===== config.mk =====
export PLATFORM = sky130hd
export DESIGN_NAME = cache_port_arbiter_flat
export DESIGN_NICKNAME = d
export VERILOG_FILES = /design/src/rtl/cache_port_arbiter_if.sv /design/src/rtl/cache_port_arbiter.sv /design/src/flat_wrapper.sv
export SDC_FILE = /design/constraint.sdc
export NUM_CORES = 1
export LEC_CHECK = 0
export ABC_AREA = 1
export CAP_MARGIN = 20
export CORE_AREA = 8 8 122 135
export DETAILED_ROUTE_END_ITERATION = 8
export DIE_AREA = 0 0 130 143
export DONT_BUFFER_PORTS = 1
export PLACE_DENSITY = 0.66
export SYNTH_ARGS = -nofsm -noshare
export SYNTH_HDL_FRONTEND = slang
export SYNTH_SLANG_ARGS = --single-unit

===== constraint.sdc =====
create_clock -name CLK -period 2.38 [get_ports CLK]
set_input_delay 0.357 -clock CLK [delete_from_list [all_inputs] [get_ports CLK]]
set_output_delay 0.357 -clock CLK [all_outputs]
set_load 0.02 [all_outputs]

===== src/rtl/cache_port_arbiter_if.sv =====
// Bundle between the fetch (I) and load/store (D) requesters, the shared cache port and the arbiter.
// The slave modport is the arbiter's view; the master modport is the surrounding core/cache view.
interface cache_port_arbiter_if #(
    parameter int AW = 32,
    parameter int DW = 32
);
    logic          I_REQ;
    logic [AW-1:0] I_ADDR;
    logic          I_ACK;
    logic [DW-1:0] I_RDATA;

    logic          D_REQ;
    logic          D_WE;
    logic [AW-1:0] D_ADDR;
    logic [DW-1:0] D_WDATA;
    logic          D_ACK;
    logic [DW-1:0] D_RDATA;

    logic [AW-1:0] C_ADDR;
    logic [DW-1:0] C_DIN;
    logic          C_WE;
    logic [DW-1:0] C_DOUT;
    logic          C_RDY;

    logic          ERR;
    logic          ERR_SRC;

    modport slave (
        input  I_REQ, I_ADDR, D_REQ, D_WE, D_ADDR, D_WDATA, C_DOUT, C_RDY,
        output I_ACK, I_RDATA, D_ACK, D_RDATA, C_ADDR, C_DIN, C_WE, ERR, ERR_SRC
    );

    modport master (
        output I_REQ, I_ADDR, D_REQ, D_WE, D_ADDR, D_WDATA, C_DOUT, C_RDY,
        input  I_ACK, I_RDATA, D_ACK, D_RDATA, C_ADDR, C_DIN, C_WE, ERR, ERR_SRC
    );
endinterface


===== src/rtl/cache_port_arbiter.sv =====
// Shares one cache port between instruction fetch (I) and load/store (D), one transaction at a time.
// Define ARB_ROUND_ROBIN_EN for round-robin arbitration; default is fixed priority with D over I.
module cache_port_arbiter #(
    parameter int AW      = 32,
    parameter int DW      = 32,
    parameter int TIMEOUT = 255
) (
    input logic                 CLK,
    input logic                 RST,
    cache_port_arbiter_if.slave bus
);
    localparam int CW = $clog2(TIMEOUT + 1);

    typedef enum logic [1:0] {IDLE, ISSUE, WAIT, RESP} state_t;

    state_t        state_q,   state_d;
    logic          owner_q,   owner_d;
    logic [AW-1:0] addr_q,    addr_d;
    logic [DW-1:0] wdata_q,   wdata_d;
    logic          we_q,      we_d;
    logic [CW-1:0] cnt_q,     cnt_d;
    logic          i_ack_q,   i_ack_d;
    logic          d_ack_q,   d_ack_d;
    logic [DW-1:0] i_rdata_q, i_rdata_d;
    logic [DW-1:0] d_rdata_q, d_rdata_d;
    logic          err_q,     err_d;
    logic          err_src_q, err_src_d;

    logic          any_req;
    logic          gnt_is_d;
    logic          timed_out;
    logic          wait_done;
    logic [DW-1:0] resp_data;

    assign any_req = bus.I_REQ | bus.D_REQ;

`ifdef ARB_ROUND_ROBIN_EN
    logic last_grant_q, last_grant_d;

    // On contention the port that was not served last wins; a lone requester always wins.
    assign gnt_is_d = (bus.I_REQ && bus.D_REQ) ? ~last_grant_q : bus.D_REQ;
`else
    assign gnt_is_d = bus.D_REQ;
`endif

    // The count of completed WAIT cycles reaching TIMEOUT-1 means this is the TIMEOUT-th WAIT cycle.
    assign timed_out = !bus.C_RDY && (cnt_q == CW'(TIMEOUT - 1));
    assign wait_done = bus.C_RDY || timed_out;
    assign resp_data = bus.C_RDY ? bus.C_DOUT : '0;

    always_comb begin
        state_d   = state_q;
        owner_d   = owner_q;
        addr_d    = addr_q;
        wdata_d   = wdata_q;
        we_d      = we_q;
        cnt_d     = cnt_q;
        i_ack_d   = 1'b0;
        d_ack_d   = 1'b0;
        i_rdata_d = i_rdata_q;
        d_rdata_d = d_rdata_q;
        err_d     = err_q;
        err_src_d = err_src_q;
`ifdef ARB_ROUND_ROBIN_EN
        last_grant_d = last_grant_q;
`endif
        case (state_q)
            IDLE: begin
                we_d = 1'b0;
                if (any_req) begin
                    owner_d = gnt_is_d;
                    addr_d  = gnt_is_d ? bus.D_ADDR : bus.I_ADDR;
                    wdata_d = gnt_is_d ? bus.D_WDATA : '0;
                    we_d    = gnt_is_d & bus.D_WE;
`ifdef ARB_ROUND_ROBIN_EN
                    last_grant_d = gnt_is_d;
`endif
                    state_d = ISSUE;
                end
            end
            ISSUE: begin
                cnt_d   = '0;
                state_d = WAIT;
            end
            WAIT: begin
                if (wait_done) begin
                    we_d    = 1'b0;
                    state_d = RESP;
                    if (owner_q) begin
                        d_ack_d   = 1'b1;
                        d_rdata_d = resp_data;
                    end else begin
                        i_ack_d   = 1'b1;
                        i_rdata_d = resp_data;
                    end
                    if (timed_out) begin
                        err_d     = 1'b1;
                        err_src_d = owner_q;
                    end
                end else begin
                    cnt_d = cnt_q + 1'b1;
                end
            end
            RESP: begin
                state_d = IDLE;
            end
            default: begin
                we_d    = 1'b0;
                state_d = IDLE;
            end
        endcase
    end

    always_ff @(posedge CLK or negedge RST) begin
        if (!RST) begin
            state_q   <= IDLE;
            owner_q   <= 1'b0;
            addr_q    <= '0;
            wdata_q   <= '0;
            we_q      <= 1'b0;
            cnt_q     <= '0;
            i_ack_q   <= 1'b0;
            d_ack_q   <= 1'b0;
            i_rdata_q <= '0;
            d_rdata_q <= '0;
            err_q     <= 1'b0;
            err_src_q <= 1'b0;
`ifdef ARB_ROUND_ROBIN_EN
            last_grant_q <= 1'b0;
`endif
        end else begin
            state_q   <= state_d;
            owner_q   <= owner_d;
            addr_q    <= addr_d;
            wdata_q   <= wdata_d;
            we_q      <= we_d;
            cnt_q     <= cnt_d;
            i_ack_q   <= i_ack_d;
            d_ack_q   <= d_ack_d;
            i_rdata_q <= i_rdata_d;
            d_rdata_q <= d_rdata_d;
            err_q     <= err_d;
            err_src_q <= err_src_d;
`ifdef ARB_ROUND_ROBIN_EN
            last_grant_q <= last_grant_d;
`endif
        end
    end

    // The latched request registers drive the cache directly, so they hold across IDLE.
    assign bus.C_ADDR  = addr_q;
    assign bus.C_DIN   = wdata_q;
    assign bus.C_WE    = we_q;
    assign bus.I_ACK   = i_ack_q;
    assign bus.I_RDATA = i_rdata_q;
    assign bus.D_ACK   = d_ack_q;
    assign bus.D_RDATA = d_rdata_q;
    assign bus.ERR     = err_q;
    assign bus.ERR_SRC = err_src_q;

    a_single_ack: assert property (@(posedge CLK) disable iff (!RST) !(i_ack_q && d_ack_q));
endmodule


===== src/flat_wrapper.sv =====
// flat-port wrapper written by rule: the top's interface ports become plain ports
module cache_port_arbiter_flat 
#(
    parameter int AW      = 32,
    parameter int DW      = 32,
    parameter int TIMEOUT = 255
)
  (CLK, RST, bus_I_REQ, bus_I_ADDR, bus_D_REQ, bus_D_WE, bus_D_ADDR, bus_D_WDATA, bus_C_DOUT, bus_C_RDY, bus_I_ACK, bus_I_RDATA, bus_D_ACK, bus_D_RDATA, bus_C_ADDR, bus_C_DIN, bus_C_WE, bus_ERR, bus_ERR_SRC);
  cache_port_arbiter_if #(.AW(AW), .DW(DW)) bus_i ();
  input logic CLK;
  input logic RST;
  input wire logic [$bits(bus_i.I_REQ)-1:0] bus_I_REQ;
  input wire logic [$bits(bus_i.I_ADDR)-1:0] bus_I_ADDR;
  input wire logic [$bits(bus_i.D_REQ)-1:0] bus_D_REQ;
  input wire logic [$bits(bus_i.D_WE)-1:0] bus_D_WE;
  input wire logic [$bits(bus_i.D_ADDR)-1:0] bus_D_ADDR;
  input wire logic [$bits(bus_i.D_WDATA)-1:0] bus_D_WDATA;
  input wire logic [$bits(bus_i.C_DOUT)-1:0] bus_C_DOUT;
  input wire logic [$bits(bus_i.C_RDY)-1:0] bus_C_RDY;
  output wire logic [$bits(bus_i.I_ACK)-1:0] bus_I_ACK;
  output wire logic [$bits(bus_i.I_RDATA)-1:0] bus_I_RDATA;
  output wire logic [$bits(bus_i.D_ACK)-1:0] bus_D_ACK;
  output wire logic [$bits(bus_i.D_RDATA)-1:0] bus_D_RDATA;
  output wire logic [$bits(bus_i.C_ADDR)-1:0] bus_C_ADDR;
  output wire logic [$bits(bus_i.C_DIN)-1:0] bus_C_DIN;
  output wire logic [$bits(bus_i.C_WE)-1:0] bus_C_WE;
  output wire logic [$bits(bus_i.ERR)-1:0] bus_ERR;
  output wire logic [$bits(bus_i.ERR_SRC)-1:0] bus_ERR_SRC;
  assign bus_i.I_REQ = bus_I_REQ;
  assign bus_i.I_ADDR = bus_I_ADDR;
  assign bus_i.D_REQ = bus_D_REQ;
  assign bus_i.D_WE = bus_D_WE;
  assign bus_i.D_ADDR = bus_D_ADDR;
  assign bus_i.D_WDATA = bus_D_WDATA;
  assign bus_i.C_DOUT = bus_C_DOUT;
  assign bus_i.C_RDY = bus_C_RDY;
  assign bus_I_ACK = bus_i.I_ACK;
  assign bus_I_RDATA = bus_i.I_RDATA;
  assign bus_D_ACK = bus_i.D_ACK;
  assign bus_D_RDATA = bus_i.D_RDATA;
  assign bus_C_ADDR = bus_i.C_ADDR;
  assign bus_C_DIN = bus_i.C_DIN;
  assign bus_C_WE = bus_i.C_WE;
  assign bus_ERR = bus_i.ERR;
  assign bus_ERR_SRC = bus_i.ERR_SRC;
  cache_port_arbiter #(.AW(AW), .DW(DW), .TIMEOUT(TIMEOUT)) u_core (.CLK(CLK), .RST(RST), .bus(bus_i));
endmodule

==> flow_metrics.env <==
export IMPL_status="finished, violations left"
export IMPL_violations="hold timing"
export IMPL_grt_setup_unrepaired="false"
export IMPL_synth_area_leader_cell="dfrtp_1"
export IMPL_grt_overflow=0
export IMPL_wl_mm=17.1
export IMPL_cts_buffers=17
export IMPL_cts_root_buf="clkbuf_16"
export IMPL_final_setup_viol_count=0
export IMPL_clockPowerShare_pct=25.6
export IMPL_cp_max_fo=14
export IMPL_worstSkewPairLatency_ps=410
export IMPL_rr_worst_depth=8
export IMPL_finalSetupTns_ps=0
export IMPL_synth_area_top_cells="dfrtp_1, nand2_1, nand4_1"
export IMPL_dr_pass1_iters=4
export IMPL_antenna_found_initial=0
export IMPL_clock_sinks=144
export IMPL_antenna_cells=0
export IMPL_power_switching_uw=4670
export IMPL_critical_path_arrival_ps=2050
export IMPL_fmax_mhz=576
export IMPL_r2r_end="u_core.cnt_q[0]"
export IMPL_finalMaxSlewViolations=0
export IMPL_core_area_um2=14200
export IMPL_initial_core_util_pct=43.9
export IMPL_dr_first_iter_drc_count=291
export IMPL_die_area_um2=18600
export IMPL_nets=827
export IMPL_fill_cells=1340
export IMPL_vdd_drop_max_uv=677
export IMPL_swShare_pct=44.5
export IMPL_grt_pass1_vias=5108
export IMPL_start_kind="flip-flop"
export IMPL_worstSetupEndpointType="flip-flop"
export IMPL_synth_nets=850
export IMPL_die_w_um=130
export IMPL_synthToLayoutAreaGrowth_pct=10.7
export IMPL_clk_pin_slew_ps=70
export IMPL_placementRows=46
export IMPL_worst_pin_slew_ps=426
export IMPL_vias_per_cell=5.54
export IMPL_postRouteAntennaNets=0
export IMPL_grt_max_degree=145
export IMPL_critPathKind="reg2reg"
export IMPL_pre_cts_ws_ps=630
export IMPL_grt_pass1_wl_mm=26.9
export IMPL_relSlewSlack_pct=71.5
export IMPL_synth_top_area_share_pct=57.8
export IMPL_final_cell_count_no_fill=892
export IMPL_cts_buffer_depth=2
export IMPL_layout_commonest_cell="nand2_1"
export IMPL_ys_types=28
export IMPL_syn_area_per_cell_um2=8.77
export IMPL_fin_hold_ws_ps=-363
export IMPL_worstHoldPathType="in2async"
export IMPL_ys_seq_area_share_pct=57.8
export IMPL_post_drt_wl_per_cell_um=19.2
export IMPL_worstReg2RegStart="u_core.state_q[0]"
export IMPL_grtUsageTotal_pct=18.5
export IMPL_p_int_uw=5830
export IMPL_cts_tree="yes"
export IMPL_h_tree_depth=4
export IMPL_fp_dieH_um=143
export IMPL_cp_data_required_time_ps=2690
export IMPL_synth_ff_latch_count=144
export IMPL_portBuffers=0
export IMPL_ff2ff_setup_slack_ps=640
export IMPL_syn_instance_count=711
export IMPL_post_dp_hpwl_mm=12.4
export IMPL_drive_gt1_share_pct=7.43
export IMPL_dpl_cell_area_um2=6300
export IMPL_p_seq_share_pct=53.0
export IMPL_vias=4945
export IMPL_setup_ws_ps=644
export IMPL_clock_skew_ps=7.90
export IMPL_leakage_uw=0.00341
export IMPL_design_area_um2=6910
export IMPL_power_density_nw_per_um2=1520
export IMPL_finalCritPeriodShare_pct=72.9
export IMPL_drc=0
export IMPL_hold_violations=144
export IMPL_maxCapViolCount=0
export IMPL_yosysWarnings=0
export IMPL_gp_congestion=0.789
export IMPL_combPwrFrac_pct=21.3
export IMPL_io_pins=267
export IMPL_dp_cells=861
export IMPL_final_cell_mix="nand2_1, dfrtp_1, nand4_1, nor2_1, o21ai_0"
export IMPL_syn_cell_area_um2=6240
export IMPL_fin_crit_ps=1740
==> stage by stage <==
step / utilization (%) / power (uW) / hold WS, ps
floorplan: - / 7160 / 61.4
global placement: 44.3 / 7750 / 65.4
detailed placement: 44.3 / 7910 / 65.9
CTS: 48.6 / 10600 / -385
global route: 48.6 / 11200 / -392
finish: 48.6 / 10500 / -363
==> worst max-delay path: stages, from the launching register on <==
cell	delay (ps)
dfrtp_1	380
inv_1	100
ha_2	300
inv_2	100
nor2_2	160
nand2_1	300
inv_1	160
nand2_1	60
o21ai_0	80
==> routing by layer <==
metal | share of wire, % | vias to the layer above | track usage, %
met1 | 36 | 2347 | 20.6
li1 | - | 2306 | -
met5 | 0 | - | 0
met2 | 48 | 272 | 29.4
met4 | 1.8 | 0 | 7.77
met3 | 14 | 20 | 9.18
==> cells by family (layout without fill, tap and decap cells) <==
kind of cell             after synthesis  in the layout  synth area share (%)
AO/OA/AOI/OAI                         75             75                  6.74
XOR/XNOR                               3              3                 0.421
adder cells (fa/ha/maj)                5              5                  1.00
buffers and inverters                 73             62                  5.64
flip-flops                           144            144                  57.8
AND/OR/NAND/NOR                      411            411                  28.4
==> registers in the layout, summed over array words and instances, names as in the netlist, 2 cells and up <==
| signal | cells |
|---|---|
| u_core.bus.C_ADDR | 32 |
| u_core.bus.C_DIN | 32 |
| u_core.bus.D_RDATA | 32 |
| u_core.bus.I_RDATA | 32 |
| u_core.cnt_q | 8 |
| u_core.state_q | 2 |
==> cells in the mapped netlist <==
master and n:
nand3_1 13, nand2_4 1, buf_4 5, o21a_1 1
o21ai_0 37, or2_2 1, nor2_1 43, clkbuf_1 28
nand3_4 2, dfrtp_1 144, clkinv_1 1, nand2_1 282
o21ai_1 2, buf_1 2, nand2_2 1, o21bai_1 1
xor2_1 1, nor2_4 1, a31oi_1 32, xnor2_1 2
nor2_2 2, ha_1 5, buf_6 6, inv_1 19
nand4_1 65, inv_2 1, buf_2 11, a21oi_1 2
==> worst max-delay path by stage <==
stage / slack (ps) / start / cells past startpoint / endpoint
2_1_floorplan: 930 / u_core.state_q[0] / 9 / u_core.cnt_q[1]
3_3_place_gp: 700 / u_core.cnt_q[0] / 9 / u_core.bus.I_RDATA[29]
3_5_place_dp: 630 / u_core.cnt_q[0] / 9 / u_core.bus.D_RDATA[7]
4_1_cts: 620 / u_core.cnt_q[0] / 9 / u_core.bus.D_RDATA[7]
5_1_grt: 430 / u_core.cnt_q[0] / 9 / u_core.bus.D_RDATA[7]
6_report: 640 / u_core.state_q[0] / 8 / u_core.cnt_q[0]
==> final cells by class <==
class | count | area [um^2] | area share, %
sequential | 144 | 3600 | 52.2
multi-input combinational | 494 | 2290 | 33.2
clock buffer | 17 | 425 | 6.16
tap | 192 | 240 | 3.48
clock inverter | 14 | 176 | 2.55
timing repair buffer | 10 | 87.6 | 1.27
inverter | 21 | 78.8 | 1.14
==> power groups by stage <==
stage | clock [uW] | sequential (uW) | combinational (uW)
2_1_floorplan | 0 | 5270 | 1890
3_3_place_gp | 0 | 5630 | 2120
3_5_place_dp | 0 | 5630 | 2280
4_1_cts | 2760 | 5620 | 2260
5_1_grt | 2860 | 5730 | 2620
6_report | 2690 | 5570 | 2240
==> repair_timing <==
action | CTS | global route
resized for setup | 0 | 0
hold endpoints to repair | 144 | 144
setup buffers | 0 | 0
Note: power is estimated with default switching activity, not from simulation.
